**config.mk**
```make
export PLATFORM = sky130hd
export DESIGN_NAME = execute_stage
export DESIGN_NICKNAME = d
export VERILOG_FILES = /design/src/rtl/riscv_pkg.sv /design/src/rtl/alu.sv /design/src/rtl/execute_stage.sv
export SDC_FILE = /design/constraint.sdc
export NUM_CORES = 1
export LEC_CHECK = 0
export ABC_AREA = 1
export BUFFER_PORTS_ARGS = -buffer_cell sky130_fd_sc_hd__buf_2
export CAP_MARGIN = 20
export CORE_AREA = 2 2 148 150
export DETAILED_ROUTE_END_ITERATION = 16
export DIE_AREA = 0 0 150 152
export GPL_TIMING_DRIVEN = 1
export PLACE_DENSITY = 0.87
export REMOVE_ABC_BUFFERS = 1
export SYNTH_ARGS = -nofsm -noshare
export SYNTH_HDL_FRONTEND = slang
export SYNTH_SLANG_ARGS = --single-unit
export TNS_END_PERCENT = 10
```
**constraint.sdc**
```tcl
create_clock -name clk -period 7.6 [get_ports clk]
set_clock_uncertainty 0.1 [all_clocks]
set_input_delay 0.38 -clock clk [delete_from_list [all_inputs] [get_ports clk]]
set_output_delay 0.38 -clock clk [all_outputs]
set_load 0.05 [all_outputs]
```
**src/rtl/riscv_pkg.sv**
```systemverilog
// Shared definitions for the RV32I-subset execute stage.
//   XLEN / REG_AW : datapath and register-address widths
//   ALU_*         : ALUControl encodings
//   FWD_*         : operand forward-select codes (used when FORWARDING_EN is defined)
//   ex_mem_t      : EX/MEM pipeline register contents
package riscv_pkg;

  localparam int unsigned XLEN   = 32;
  localparam int unsigned REG_AW = 5;

  localparam logic [2:0] ALU_ADD = 3'b000;
  localparam logic [2:0] ALU_SUB = 3'b001;
  localparam logic [2:0] ALU_AND = 3'b010;
  localparam logic [2:0] ALU_OR  = 3'b011;
  localparam logic [2:0] ALU_SLT = 3'b101;

  localparam logic [1:0] FWD_NONE = 2'b00;
  localparam logic [1:0] FWD_WB   = 2'b01;
  localparam logic [1:0] FWD_MEM  = 2'b10;

  typedef struct packed {
    logic              valid;
    logic              reg_write;
    logic              mem_write;
    logic              result_src;
    logic [XLEN-1:0]   alu_result;
    logic [XLEN-1:0]   write_data;
    logic [REG_AW-1:0] rd;
    logic [XLEN-1:0]   pc_plus4;
  } ex_mem_t;

endpackage

```
**src/rtl/alu.sv**
```systemverilog
// Combinational ALU.
//   a_i, b_i       : operands
//   alu_control_i  : operation (ALU_ADD/SUB/AND/OR/SLT; other codes give 0)
//   result_o       : result, modulo 2^XLEN
//   zero_o         : result == 0
module alu
  import riscv_pkg::*;
(
  input  logic [XLEN-1:0] a_i,
  input  logic [XLEN-1:0] b_i,
  input  logic [2:0]      alu_control_i,
  output logic [XLEN-1:0] result_o,
  output logic            zero_o
);

  always_comb begin
    result_o = '0;
    case (alu_control_i)
      ALU_ADD: result_o = a_i + b_i;
      ALU_SUB: result_o = a_i - b_i;
      ALU_AND: result_o = a_i & b_i;
      ALU_OR:  result_o = a_i | b_i;
      ALU_SLT: result_o = {{(XLEN-1){1'b0}}, ($signed(a_i) < $signed(b_i))};
      default: result_o = '0;
    endcase
  end

  assign zero_o = (result_o == '0);

endmodule

```
**src/rtl/execute_stage.sv**
```systemverilog
// Execute stage: ALU, beq resolution and the EX/MEM pipeline register.
// Optional feature macro: FORWARDING_EN (adds ForwardA_E, ForwardB_E, Result_W and operand
// forwarding muxes; without it operands come straight from RD1_E/RD2_E).
// Ports:
//   clk, rst             : clock, synchronous active-high reset
//   *_E inputs           : ID/EX control word and operands
//   stall_M, flush_M     : hold / bubble the EX/MEM register (flush wins)
//   PCSrc_E, PCTarget_E  : combinational branch decision and target back to fetch
//   *_M outputs          : registered EX/MEM contents
module execute_stage
  import riscv_pkg::*;
(
  input  logic              clk,
  input  logic              rst,
  input  logic              valid_E,
  input  logic              RegWrite_E,
  input  logic              ALUSrc_E,
  input  logic              MemWrite_E,
  input  logic              ResultSrc_E,
  input  logic              Branch_E,
  input  logic [2:0]        ALUControl_E,
  input  logic [XLEN-1:0]   RD1_E,
  input  logic [XLEN-1:0]   RD2_E,
  input  logic [XLEN-1:0]   Imm_Ext_E,
  input  logic [XLEN-1:0]   PC_E,
  input  logic [XLEN-1:0]   PCPlus4_E,
  input  logic [REG_AW-1:0] Rd_E,
  input  logic              stall_M,
  input  logic              flush_M,
`ifdef FORWARDING_EN
  input  logic [1:0]        ForwardA_E,
  input  logic [1:0]        ForwardB_E,
  input  logic [XLEN-1:0]   Result_W,
`endif
  output logic              PCSrc_E,
  output logic [XLEN-1:0]   PCTarget_E,
  output logic              valid_M,
  output logic              RegWrite_M,
  output logic              MemWrite_M,
  output logic              ResultSrc_M,
  output logic [XLEN-1:0]   ALUResult_M,
  output logic [XLEN-1:0]   WriteData_M,
  output logic [REG_AW-1:0] Rd_M,
  output logic [XLEN-1:0]   PCPlus4_M
);

  ex_mem_t ex_mem_d, ex_mem_q;

  logic [XLEN-1:0] src_a;
  logic [XLEN-1:0] src_b_reg;  // B operand before the immediate mux; also the store data
  logic [XLEN-1:0] src_b;
  logic [XLEN-1:0] alu_result;
  logic            alu_zero;

`ifdef FORWARDING_EN
  always_comb begin
    src_a = RD1_E;
    case (ForwardA_E)
      FWD_MEM: src_a = ex_mem_q.alu_result;
      FWD_WB:  src_a = Result_W;
      default: src_a = RD1_E;  // 11 behaves as 00
    endcase
  end

  always_comb begin
    src_b_reg = RD2_E;
    case (ForwardB_E)
      FWD_MEM: src_b_reg = ex_mem_q.alu_result;
      FWD_WB:  src_b_reg = Result_W;
      default: src_b_reg = RD2_E;
    endcase
  end
`else
  assign src_a     = RD1_E;
  assign src_b_reg = RD2_E;
`endif

  assign src_b = ALUSrc_E ? Imm_Ext_E : src_b_reg;

  alu u_alu (
    .a_i           (src_a),
    .b_i           (src_b),
    .alu_control_i (ALUControl_E),
    .result_o      (alu_result),
    .zero_o        (alu_zero)
  );

  // Branch resolution relies on decode selecting sub for beq.
  assign PCSrc_E    = valid_E & Branch_E & alu_zero;
  assign PCTarget_E = PC_E + Imm_Ext_E;

  always_comb begin
    ex_mem_d            = '0;
    ex_mem_d.valid      = valid_E;
    ex_mem_d.reg_write  = RegWrite_E & valid_E;
    ex_mem_d.mem_write  = MemWrite_E & valid_E;
    ex_mem_d.result_src = ResultSrc_E;
    ex_mem_d.alu_result = alu_result;
    ex_mem_d.write_data = src_b_reg;
    ex_mem_d.rd         = Rd_E;
    ex_mem_d.pc_plus4   = PCPlus4_E;
  end

  // Priority: reset, then flush (bubble), then stall (hold), then load.
  always_ff @(posedge clk) begin
    if (rst) begin
      ex_mem_q <= '0;
    end else if (flush_M) begin
      ex_mem_q <= '0;
    end else if (!stall_M) begin
      ex_mem_q <= ex_mem_d;
    end
  end

  assign valid_M     = ex_mem_q.valid;
  assign RegWrite_M  = ex_mem_q.reg_write;
  assign MemWrite_M  = ex_mem_q.mem_write;
  assign ResultSrc_M = ex_mem_q.result_src;
  assign ALUResult_M = ex_mem_q.alu_result;
  assign WriteData_M = ex_mem_q.write_data;
  assign Rd_M        = ex_mem_q.rd;
  assign PCPlus4_M   = ex_mem_q.pc_plus4;

endmodule

```
* Word level (Yosys, flattened, before mapping) *
Index checks and enable logic that the tools add are counted.
W data, S select, Z words.

operators by class
  bitwise logic cells = 6
  reduce and logical (&&, ||, !) cells = 3
  order comparisons = 1
  muxes and demuxes = 2
  equality and inequality tests = 4
  add/subtract/negate cells = 3

operators with widths
  cell                  count
  $pmux W32 S5          1
  $add A32 B32 Y32      2
  $and A32 B32 Y32      1
  $logic_not A32 Y1     1
  $lt A32 B32 Y1        1
  $mux W32              1
  $or A32 B32 Y32       1
  $sub A32 B32 Y32      1
  $eq A3 B2 Y1 const B  2
  $and A1 B1 Y1         4
  $eq A3 B1 Y1 const B  1
  $eq A3 B3 Y1 const B  1
  $logic_not A3 Y1      1
  $reduce_or A2 Y1      1

word-level totals
  logic and storage cells = 27
  bits in registers = 105
  output and inout bits = 138
  input bits = 178

* Longest topological paths before layout *
Gate-level depths: netlist of run 1.

  depth in word-level cells = 5
  gate-level depth with buffers = 24
  gate-level depth less buffers = 23

* Modules after synthesis *
From an unflattened synthesis of run 1, not the netlist that was laid out.

second synthesis, totals
  cells, all modules = 2341
  area total of the unflattened synthesis = 12809.8 um2

modules (own cells, without submodules)
  module         times used  area an instance (um2)  seq. area each (um2)  cells an instance
  alu            1           6506.2                  0.0                   1321
  execute_stage  1           6303.5                  2102.0                1020

* Worst setup path after synthesis of run 1 *
Ideal clock, no wire load.

  kind = input port to output port
  from = input port ALUSrc_E
  to = output port PCSrc_E
  cell stages on the path = 24
  path buffers = 2
  setup slack = 3.620 ns
  required time = 7.120 ns
  arrival = 3.500 ns
  path through = clkbuf_1 > clkbuf_1 > nand2_1 > o21ai_0 > inv_1 > ha_1 > fa_1 > inv_1 > nand2_1 > nand2_1 > nand3_1 > nand2_1 > nand2_1 > nand2_1 > nand2_1 > nand2_1 > nand2_1 > nand3_1 > nand2_1 > nor2_1 > nand2_1 > nor2_1 > nand3_1 > nor2_1

on the way
  cells in the longest elaborated chain, start to end = 5
  elaborated cells between the ends (all ways) = 9
  those cells by class = 2 x add/sub; 1 x order compare; 2 x mux; 3 x bitwise; 1 x reduce/logical

ends and longest elaborated chain
  element                                   RTL line             source
  start, declared                           execute_stage.sv:17  input logic ALUSrc_E,
  $mux W32 *                                execute_stage.sv:78  assign src_b = ALUSrc_E ? Imm_Ext_E : src_b_reg;
  $sub A32 B32 Y32 (tied with other cells)  alu.sv:20            ALU_SUB: result_o = a_i - b_i;
  $pmux W32 S5 *                            alu.sv:18            case (alu_control_i)
  $logic_not A32 Y1 *                       alu.sv:28            assign zero_o = (result_o == '0);
  $and A1 B1 Y1 *                           execute_stage.sv:89  assign PCSrc_E = valid_E & Branch_E & alu_zero;
  end, declared                             execute_stage.sv:35  output logic PCSrc_E,

Mark *: on every way between the ends. The rest lies on a longest branch, timed or not.

* Worst setup path in the final report of run 1 *
Ends and elaborated chain as after synthesis.

==> flow_results.xml, run 1 <==
<?xml version="1.0" encoding="UTF-8"?>
<metrics>
  <group name="power">
    <metric name="pwr-share-clk" unit="">0.222</metric>
    <metric name="share_seq_of_total_power" unit="">0.261</metric>
    <metric name="power_switching" unit="W">0.00110</metric>
    <metric name="power.share.combinational" unit="">0.517</metric>
    <metric name="worst_ir_drop_vdd" unit="mV">0.110</metric>
    <metric name="intPower" unit="W">0.00112</metric>
    <metric name="power_leakage" unit="nW">8.13</metric>
    <metric name="power-per-cell-area" unit="nW/um^2">155</metric>
    <metric name="netSwitchingFraction" unit="">0.496</metric>
  </group>
  <group name="clock_network">
    <metric name="cts_root_buf" unit="">clkbuf_16</metric>
    <metric name="postCtsSetupRepairBufs" unit="">0</metric>
    <metric name="post_cts_resized" unit="">0</metric>
    <metric name="cts.path.max_buffers" unit="">2</metric>
    <metric name="clk_pin_slew_worst_paths" unit="ns">0.09</metric>
    <metric name="clock_latency" unit="ns">0.36</metric>
    <metric name="cts_max_level" unit="">3</metric>
    <metric name="tritoncts_clock_tree" unit="">built</metric>
    <metric name="clock-sinks" unit="">105</metric>
    <metric name="cts_buffers" unit="">9</metric>
    <metric name="ctsHoldBuffers" unit="">0</metric>
  </group>
  <group name="placement">
    <metric name="port_buffers" unit="">315</metric>
    <metric name="place_hpwl" unit="um">37000</metric>
    <metric name="gp_congestion" unit="">1.06</metric>
  </group>
  <group name="floorplanning">
    <metric name="design.die.area" unit="sq um">22800</metric>
    <metric name="die_w" unit="um">150</metric>
    <metric name="initial_utilization" unit="">0.583</metric>
    <metric name="vertical_die_dimension" unit="um">152</metric>
    <metric name="number_of_placement_rows" unit="">54</metric>
    <metric name="fp.coreArea" unit="sq um">21400</metric>
    <metric name="ios" unit="">316</metric>
  </group>
  <group name="worst_hold_path">
    <metric name="timing.hold.worst.start" unit="">PCPlus4_E[23]</metric>
    <metric name="worst_hold_path.num_cells" unit="">3</metric>
    <metric name="timing.hold.worst.class" unit="">in -&gt; reg</metric>
    <metric name="min_to" unit="">PCPlus4_M[23]</metric>
  </group>
  <group name="grt">
    <metric name="track_usage" unit="">0.386</metric>
    <metric name="number_of_global_route_vias_before_repair" unit="">13767</metric>
    <metric name="global_route.overflow_total" unit="">0</metric>
    <metric name="grt_first_pass_wirelength" unit="um">70200</metric>
    <metric name="grt_start_max_net_pins" unit="">87</metric>
    <metric name="antenna_found_initial" unit="">4</metric>
  </group>
  <group name="drt">
    <metric name="drt_first_iter_violations" unit="">1544</metric>
    <metric name="ant_nets" unit="">0</metric>
    <metric name="first_pass_iters" unit="">7</metric>
    <metric name="route.detailed.wl_per_inst" unit="um">16.6</metric>
    <metric name="finalWirelength" unit="um">45000</metric>
    <metric name="post_drt_via_cell_ratio" unit="">5.52</metric>
    <metric name="detailroute.via_count" unit="">14956</metric>
    <metric name="drc" unit="">0</metric>
  </group>
  <group name="timing">
    <metric name="maxSlewHeadroom" unit="">0.371</metric>
    <metric name="rsz0062_at_grt" unit="">no</metric>
    <metric name="maxSlewViolCount" unit="">0</metric>
    <metric name="final.min_clock_period" unit="ns">4.63</metric>
    <metric name="setup_total_negative_slack" unit="ns">0</metric>
    <metric name="min_period_over_period" unit="">0.609</metric>
    <metric name="holdWs" unit="ns">0.145</metric>
    <metric name="transition_time_at_the_pin_with_the_least_slew_margin" unit="ns">0.943</metric>
    <metric name="report.final.setup_viol" unit="">0</metric>
    <metric name="timing.fmax" unit="GHz">0.216</metric>
    <metric name="final_hold_viol_count" unit="">0</metric>
  </group>
  <group name="worst_setup_path">
    <metric name="cp_data_required_time" unit="ns">7.12</metric>
    <metric name="r2r_setup_slack" unit="ns">6.73</metric>
    <metric name="type_of_the_worst_setup_path" unit="">in -&gt; out</metric>
    <metric name="path_max_fanout" unit="">64</metric>
    <metric name="startpoint" unit="">ALUSrc_E</metric>
    <metric name="critical_path.reg2reg.endpoint" unit="">ALUResult_M[13]</metric>
    <metric name="worstRegToRegCells" unit="">4</metric>
    <metric name="end_kind" unit="">output port</metric>
    <metric name="cp.arrival" unit="ns">4.15</metric>
    <metric name="r2r_start" unit="">ALUResult_M[13]</metric>
    <metric name="setup.worst_path.start_class" unit="">primary input</metric>
  </group>
  <group name="synth">
    <metric name="ys_warn_count" unit="">0</metric>
    <metric name="synth_top_area_frac" unit="">0.198</metric>
    <metric name="syn-instance-count" unit="">2164</metric>
    <metric name="synthTopCellsByArea" unit="">nand2_1, dfxtp_1, ha_1, inv_1, a21oi_1</metric>
    <metric name="synthDistinctLibCells" unit="">44</metric>
    <metric name="ys_seq_elements" unit="">105</metric>
    <metric name="post_synth_instance_area" unit="sq um">12400</metric>
    <metric name="synth.largest_area_cell" unit="">nand2_1</metric>
    <metric name="ys_seq_area_frac" unit="">0.169</metric>
    <metric name="post_synth.cell_area_avg" unit="sq um">5.75</metric>
  </group>
  <group name="layout">
    <metric name="layout-drive-gt1-share" unit="">0.173</metric>
    <metric name="finalNetCount" unit="">2748</metric>
    <metric name="flow.area_growth_from_synthesis" unit="%">15.5</metric>
    <metric name="fill_cells" unit="">2027</metric>
  </group>
  <group name="job">
    <metric name="timing.max_cap.violations" unit="">0</metric>
  </group>
  <group name="run_status">
    <metric name="run_status" unit="">finished clean</metric>
  </group>
</metrics>
layout make-up:
class,count,area [sq um],share of cell area
clock buffer,9,225,0.0157
clock inverter,7,70.1,0.00487
timing repair buffer,323,1640,0.114
sequential,105,2100,0.146
tap,280,350,0.0244
inverter,361,1360,0.0944
antenna,1,2.50,0.000174
multi-input combinational,1623,8630,0.600
cell families after synthesis:
logic type	Yosys count	synth area share
and+or+nand+nor	1102	0.371
xor gates and xnor gates	30	0.0211
AOI/OAI and AO/OA	344	0.152
buffers and inverters	436	0.138
adders and majority gates	147	0.150
DFF	105	0.169
power by group through the flow:
stage	Combinational (W)	Clock, W	Sequential [W]
2_1_floorplan	0.000719	0	0.000658
3_3_place_gp	0.00110	0	0.000590
3_5_place_dp	0.00112	0	0.000591
4_1_cts	0.00112	0.000491	0.000579
5_1_grt	0.00125	0.000510	0.000581
6_report	0.00115	0.000494	0.000579
worst max-delay path by stage:
stage               endpoint  slack [ns]  cells after the start
floorplan            PCSrc_E        4.05                     21
finish               PCSrc_E        2.97                     24
detailed placement   PCSrc_E        3.12                     24
CTS                  PCSrc_E        3.11                     24
global placement     PCSrc_E        3.14                     24
global route         PCSrc_E        2.67                     25
layer usage:
| metal | track usage | share of wire | vias up |
|---|---|---|---|
| met4 | 0.101 | 0.025 | 2 |
| li1 | - | - | 7302 |
| met1 | 0.523 | 0.41 | 6720 |
| met3 | 0.0739 | 0.11 | 94 |
| met5 | 0 | 0.00029 | - |
| met2 | 0.628 | 0.46 | 838 |
metrics by stage:
step	power (W)	util	instances	cell area (sq um)	worst slack, ns
final	0.00222	0.673	2709	14400	2.97
after global routing	0.00234	0.673	2709	14400	2.67
after CTS	0.00219	0.673	2708	14400	3.11
after detailed placement	0.00171	0.659	2692	14100	3.12
after global placement	0.00169	0.659	2692	14100	3.14
after floorplan	0.00138	-	2089	12100	4.05
cell usage in the layout (no fill, tap or decap), types with 26 or more instances in the layout:
cell type    n
o21ai_0     97
nor2_2      26
inv_2       27
nand2_1    655
buf_2      315
inv_1      331
nand3_1    151
ha_1       144
nor2_1     202
a21oi_1    169
dfxtp_1    105
synth_stat cells, drive strengths merged:
master   instances
nand4           16
and2             5
o21bai          16
o22ai           20
clkbuf          40
nand3b          10
nor3            14
a21boi           3
o211ai          15
nor4             4
o211a            1
dfxtp          105
fa               3
a31oi            5
buf             35
clkinv           2
o2111ai          1
a221oi           2
nand3          155
inv            359
ha             144
o21ai          101
nand2          666
a21o             6
o21a             1
a22oi            1
a21oi          172
xor2            18
nor2           232
xnor2           12
flip-flops by register name, summed over array words and instances, names as in the netlist:
name	cells
valid_M	1
Rd_M	5
ResultSrc_M	1
RegWrite_M	1
MemWrite_M	1
PCPlus4_M	32
ALUResult_M	32
WriteData_M	32
worst max-delay path, stage by stage:
cell and delay, ns:
buf_2 0.09, buf_4 0.29, o21ai_0 0.55, inv_1 0.13, ha_1 0.24, fa_1 0.41
inv_1 0.06, nand2_1 0.07, nand2_1 0.11, nand3_1 0.11, nand2_1 0.15, nand2_1 0.09
nand2_1 0.17, nand2_1 0.15, nand2_1 0.14, nand2_1 0.10, nand3_1 0.08, nand2_1 0.07
nor2_2 0.14, nand2_1 0.09, nor2_1 0.10, nand2_1 0.05, nor2_1 0.09, buf_2 0.27
No activity file was read; power rests on OpenSTA's default activity.
==> inputs of run 2 (changes only) <==
--- a/config.mk
+++ b/config.mk
@@ -5,14 +5,14 @@
 export SDC_FILE = /design/constraint.sdc
 export NUM_CORES = 1
 export LEC_CHECK = 0
-export ABC_AREA = 1
+export ABC_AREA = 0
 export BUFFER_PORTS_ARGS = -buffer_cell sky130_fd_sc_hd__buf_2
 export CAP_MARGIN = 20
-export CORE_AREA = 2 2 148 150
+export CORE_AREA = 2 2 151 153
 export DETAILED_ROUTE_END_ITERATION = 16
-export DIE_AREA = 0 0 150 152
+export DIE_AREA = 0 0 153 155
 export GPL_TIMING_DRIVEN = 1
-export PLACE_DENSITY = 0.87
+export PLACE_DENSITY = 0.77
 export REMOVE_ABC_BUFFERS = 1
 export SYNTH_ARGS = -nofsm -noshare
 export SYNTH_HDL_FRONTEND = slang
==> constraint.sdc (replaced) <==
create_clock -name clk -period 3.8 [get_ports clk]
set_clock_uncertainty 0.1 [all_clocks]
set_input_delay 0.19 -clock clk [delete_from_list [all_inputs] [get_ports clk]]
set_output_delay 0.19 -clock clk [all_outputs]
set_load 0.05 [all_outputs]
==> flow_results.xml, run 2 <==
<?xml version="1.0" encoding="UTF-8"?>
<metrics>
  <group name="synth">
    <metric name="synth_commonest_cells" unit="">nor2_1, ha_1, a21oi_1</metric>
    <metric name="synthTopCellsByArea" unit="">dfxtp_1, ha_1, mux2i_1, nor2_1, a21oi_1</metric>
    <metric name="synthArstFlopShare" unit="">0</metric>
    <metric name="synth_enable_flop_cells" unit="">0</metric>
    <metric name="synth.largest_area_cell" unit="">dfxtp_1</metric>
    <metric name="ys_seq_area_frac" unit="">0.202</metric>
    <metric name="yosysMostFrequentCell" unit="">nor2_1</metric>
    <metric name="syn-instance-count" unit="">1352</metric>
    <metric name="synth_top_area_frac" unit="">0.202</metric>
    <metric name="synthDistinctLibCells" unit="">75</metric>
    <metric name="ys.flop_type" unit="">dfxtp_1</metric>
    <metric name="ys_warn_count" unit="">0</metric>
    <metric name="ys_seq_elements" unit="">105</metric>
    <metric name="post_synth.cell_area_avg" unit="sq um">7.70</metric>
    <metric name="post_synth_instance_area" unit="sq um">10400</metric>
  </group>
  <group name="timing">
    <metric name="maxSlewHeadroom" unit="">0.292</metric>
    <metric name="transition_time_at_the_pin_with_the_least_slew_margin" unit="ns">1.05</metric>
    <metric name="final.setup.worst_slack" unit="ns">-0.662</metric>
    <metric name="min_period_over_period" unit="">1.17</metric>
    <metric name="maxSlewViolCount" unit="">0</metric>
    <metric name="final.min_clock_period" unit="ns">4.46</metric>
    <metric name="final_hold_viol_count" unit="">0</metric>
    <metric name="setup_total_negative_slack" unit="ns">-0.890</metric>
    <metric name="holdWs" unit="ns">0.00224</metric>
    <metric name="rsz0062_at_grt" unit="">yes</metric>
    <metric name="timing.fmax" unit="GHz">0.224</metric>
    <metric name="report.final.setup_viol" unit="">5</metric>
  </group>
  <group name="grt">
    <metric name="antenna_found_initial" unit="">3</metric>
    <metric name="number_of_global_route_vias_before_repair" unit="">13349</metric>
    <metric name="grt_first_pass_wirelength" unit="um">71000</metric>
    <metric name="grt_start_max_net_pins" unit="">68</metric>
    <metric name="track_usage" unit="">0.377</metric>
    <metric name="global_route.overflow_total" unit="">0</metric>
  </group>
  <group name="placement">
    <metric name="gp_congestion" unit="">1.01</metric>
    <metric name="port_buffers" unit="">315</metric>
    <metric name="place_hpwl" unit="um">35600</metric>
    <metric name="place.detailed.instances" unit="">2200</metric>
    <metric name="dp_worst_setup_slack" unit="ns">-1.00</metric>
  </group>
  <group name="layout">
    <metric name="final-seq-area" unit="sq um">2100</metric>
    <metric name="fin_cells" unit="">2282</metric>
    <metric name="fill_cells" unit="">1704</metric>
    <metric name="layout.cells.most_common_list" unit="">buf_4, buf_2, nor2_1</metric>
    <metric name="multi_input_area" unit="sq um">8040</metric>
    <metric name="flow.area_growth_from_synthesis" unit="%">51.8</metric>
    <metric name="finalNetCount" unit="">2314</metric>
    <metric name="layout-drive-gt1-share" unit="">0.372</metric>
    <metric name="layout_commonest_cell" unit="">buf_4</metric>
  </group>
  <group name="clock_network">
    <metric name="clock-sinks" unit="">105</metric>
    <metric name="cts.path.max_buffers" unit="">2</metric>
    <metric name="cts_buffers" unit="">9</metric>
    <metric name="cts_max_level" unit="">3</metric>
    <metric name="clk_pin_slew_worst_paths" unit="ns">0.09</metric>
    <metric name="clock_latency" unit="ns">0.36</metric>
    <metric name="cts_root_buf" unit="">clkbuf_16</metric>
    <metric name="tritoncts_clock_tree" unit="">built</metric>
  </group>
  <group name="worst_setup_path">
    <metric name="setup.worst_path.start_class" unit="">primary input</metric>
    <metric name="r2r_start" unit="">WriteData_M[10]</metric>
    <metric name="worstRegToRegCells" unit="">2</metric>
    <metric name="path_max_fanout" unit="">7</metric>
    <metric name="startpoint" unit="">ALUSrc_E</metric>
    <metric name="cell_family_with_most_cp_delay" unit="">compound AO/OA/AOI/OAI gates</metric>
    <metric name="crit_path_cell_trace" unit="">buf_12 -&gt; buf_12 -&gt; buf_8 -&gt; mux2i_2 -&gt; ha_1 -&gt; nor2b_1 -&gt; o211ai_1 -&gt; a21boi_1 -&gt; o31ai_4 -&gt; a21oi_2 -&gt; a311oi_2 -&gt; o31a_1 -&gt; buf_4 -&gt; a21oi_2 -&gt; nand4_1 -&gt; nor4_2 -&gt; nand4_1 -&gt; nor4_2 -&gt; buf_4</metric>
    <metric name="worst_setup_path_endpoint" unit="">PCSrc_E</metric>
    <metric name="type_of_the_worst_setup_path" unit="">in -&gt; out</metric>
    <metric name="r2r_setup_slack" unit="ns">2.92</metric>
    <metric name="cp.arrival" unit="ns">4.17</metric>
    <metric name="end_kind" unit="">output port</metric>
    <metric name="critical_path.reg2reg.endpoint" unit="">WriteData_M[10]</metric>
    <metric name="cell_depth_of_the_worst_setup_path" unit="">19</metric>
    <metric name="cp_data_required_time" unit="ns">3.51</metric>
    <metric name="worstPathBufferInverterCount" unit="">5</metric>
    <metric name="cpPeakStageDelay" unit="ns">0.36</metric>
    <metric name="timing.critical_path.slowest_stage_cell" unit="">a21boi_1</metric>
  </group>
  <group name="drt">
    <metric name="first_pass_iters" unit="">5</metric>
    <metric name="finalWirelength" unit="um">47000</metric>
    <metric name="drc" unit="">0</metric>
    <metric name="ant_nets" unit="">0</metric>
    <metric name="post_drt_via_cell_ratio" unit="">5.71</metric>
    <metric name="drt_first_iter_violations" unit="">856</metric>
    <metric name="detailroute.via_count" unit="">13040</metric>
    <metric name="route.detailed.wl_per_inst" unit="um">20.6</metric>
  </group>
  <group name="run_status">
    <metric name="failed_checks" unit="">setup timing</metric>
    <metric name="run_status" unit="">finished with violations</metric>
  </group>
  <group name="floorplanning">
    <metric name="initial_utilization" unit="">0.469</metric>
    <metric name="design.die.area" unit="sq um">23700</metric>
    <metric name="die_w" unit="um">153</metric>
    <metric name="fp.coreArea" unit="sq um">22200</metric>
    <metric name="number_of_placement_rows" unit="">55</metric>
    <metric name="vertical_die_dimension" unit="um">155</metric>
    <metric name="ios" unit="">316</metric>
  </group>
  <group name="job">
    <metric name="timing.max_cap.violations" unit="">0</metric>
  </group>
  <group name="power">
    <metric name="power_leakage" unit="nW">8.09</metric>
    <metric name="power-per-cell-area" unit="nW/um^2">308</metric>
    <metric name="pwr_total" unit="W">0.00487</metric>
    <metric name="worst_ir_drop_vdd" unit="mV">0.312</metric>
  </group>
  <group name="worst_hold_path">
    <metric name="timing.hold.worst.class" unit="">in -&gt; reg</metric>
  </group>
</metrics>
==> run 2: cell count changes after synthesis, moves of 11 or more <==
| cell | before | now |
|---|---|---|
| xnor2_1 | 12 | 35 |
| a21oi_1 | 169 | 127 |
| mux2i_1 | 0 | 115 |
| a211oi_1 | 0 | 29 |
| nor3_1 | 9 | 28 |
| nand2_2 | 11 | 0 |
| nor2_2 | 26 | 0 |
| nand2_1 | 655 | 63 |
| inv_2 | 28 | 1 |
| nand2b_1 | 0 | 15 |
| nand3_1 | 151 | 16 |
| o21ai_0 | 97 | 58 |
| inv_1 | 331 | 106 |
| buf_2 | 16 | 3 |
==> run 2: kinds of logic (layout without fill, tap and decap cells) <==
kind of cell,Yosys count,in the layout,share of synthesized area
and+or+nand+nor,393,393,0.170
adders and majority gates,147,147,0.179
AOI/OAI and AO/OA,371,371,0.234
buffers and inverters,172,814,0.0634
other,0,3,0
xor gates and xnor gates,48,48,0.0404
DFF,105,105,0.202
muxes,116,116,0.112
==> run 2: area by class of cell <==
class	instances	area share
inverter	107	0.0254
multi-input combinational	1075	0.509
timing repair buffer	691	0.291
clock buffer	9	0.0142
antenna	3	0.000475
sequential	105	0.133
clock inverter	7	0.00435
tap	285	0.0226
==> run 2: routing by layer <==
layer,vias to the layer above,global-route usage,part of all wire
met5,-,0,0
met4,0,0.243,0.074
met3,223,0.0685,0.072
met2,721,0.679,0.49
met1,6039,0.409,0.37
li1,6057,-,-
==> run 2: metrics by stage <==
stage	cell area [sq um]	utilization
after floorplan	10200	-
after global placement	14400	0.650
after detailed placement	14400	0.650
after CTS	15800	0.709
after global routing	15800	0.711
final	15800	0.711
==> run 2: worst min-delay path by stage <==
stage | startpoint | end | slack, ns | cells past startpoint
after global placement | PCPlus4_E[2] | PCPlus4_M[2] | 0.32 | 3
final | PCPlus4_E[0] | PCPlus4_M[0] | 0.002 | 3
after CTS | RD2_E[22] | WriteData_M[22] | 0.004 | 3
after global routing | PCPlus4_E[0] | PCPlus4_M[0] | 0.005 | 3
after detailed placement | PCPlus4_E[30] | PCPlus4_M[30] | 0.33 | 3
after floorplan | stall_M | ALUResult_M[9] | 0.22 | 2
==> run 2: worst min-delay path, delay by kind of cell <==
kind / cells / cell delay, ns
and+or+nand+nor: 1 / 0.10
buffers and inverters: 1 / 0.08
muxes: 1 / 0.06
==> run 2: power by group <==
part	internal, W	switching (W)	total, W
Sequential	0.00114	0.0000203	0.00116
Clock	0.000469	0.000547	0.00102
Combinational	0.00112	0.00158	0.00270
Total	0.00273	0.00214	0.00487
==> run 2: timing repair <==
action | 4_1_cts | 5_1_grt
gates resized for setup | 92 | 15
pin swaps | 37 | 0
buffers inserted | 14 | 0
hold endpoints to repair | 53 | 0
hold buffers | 53 | 0
setup endpoints to repair | 6 | 11
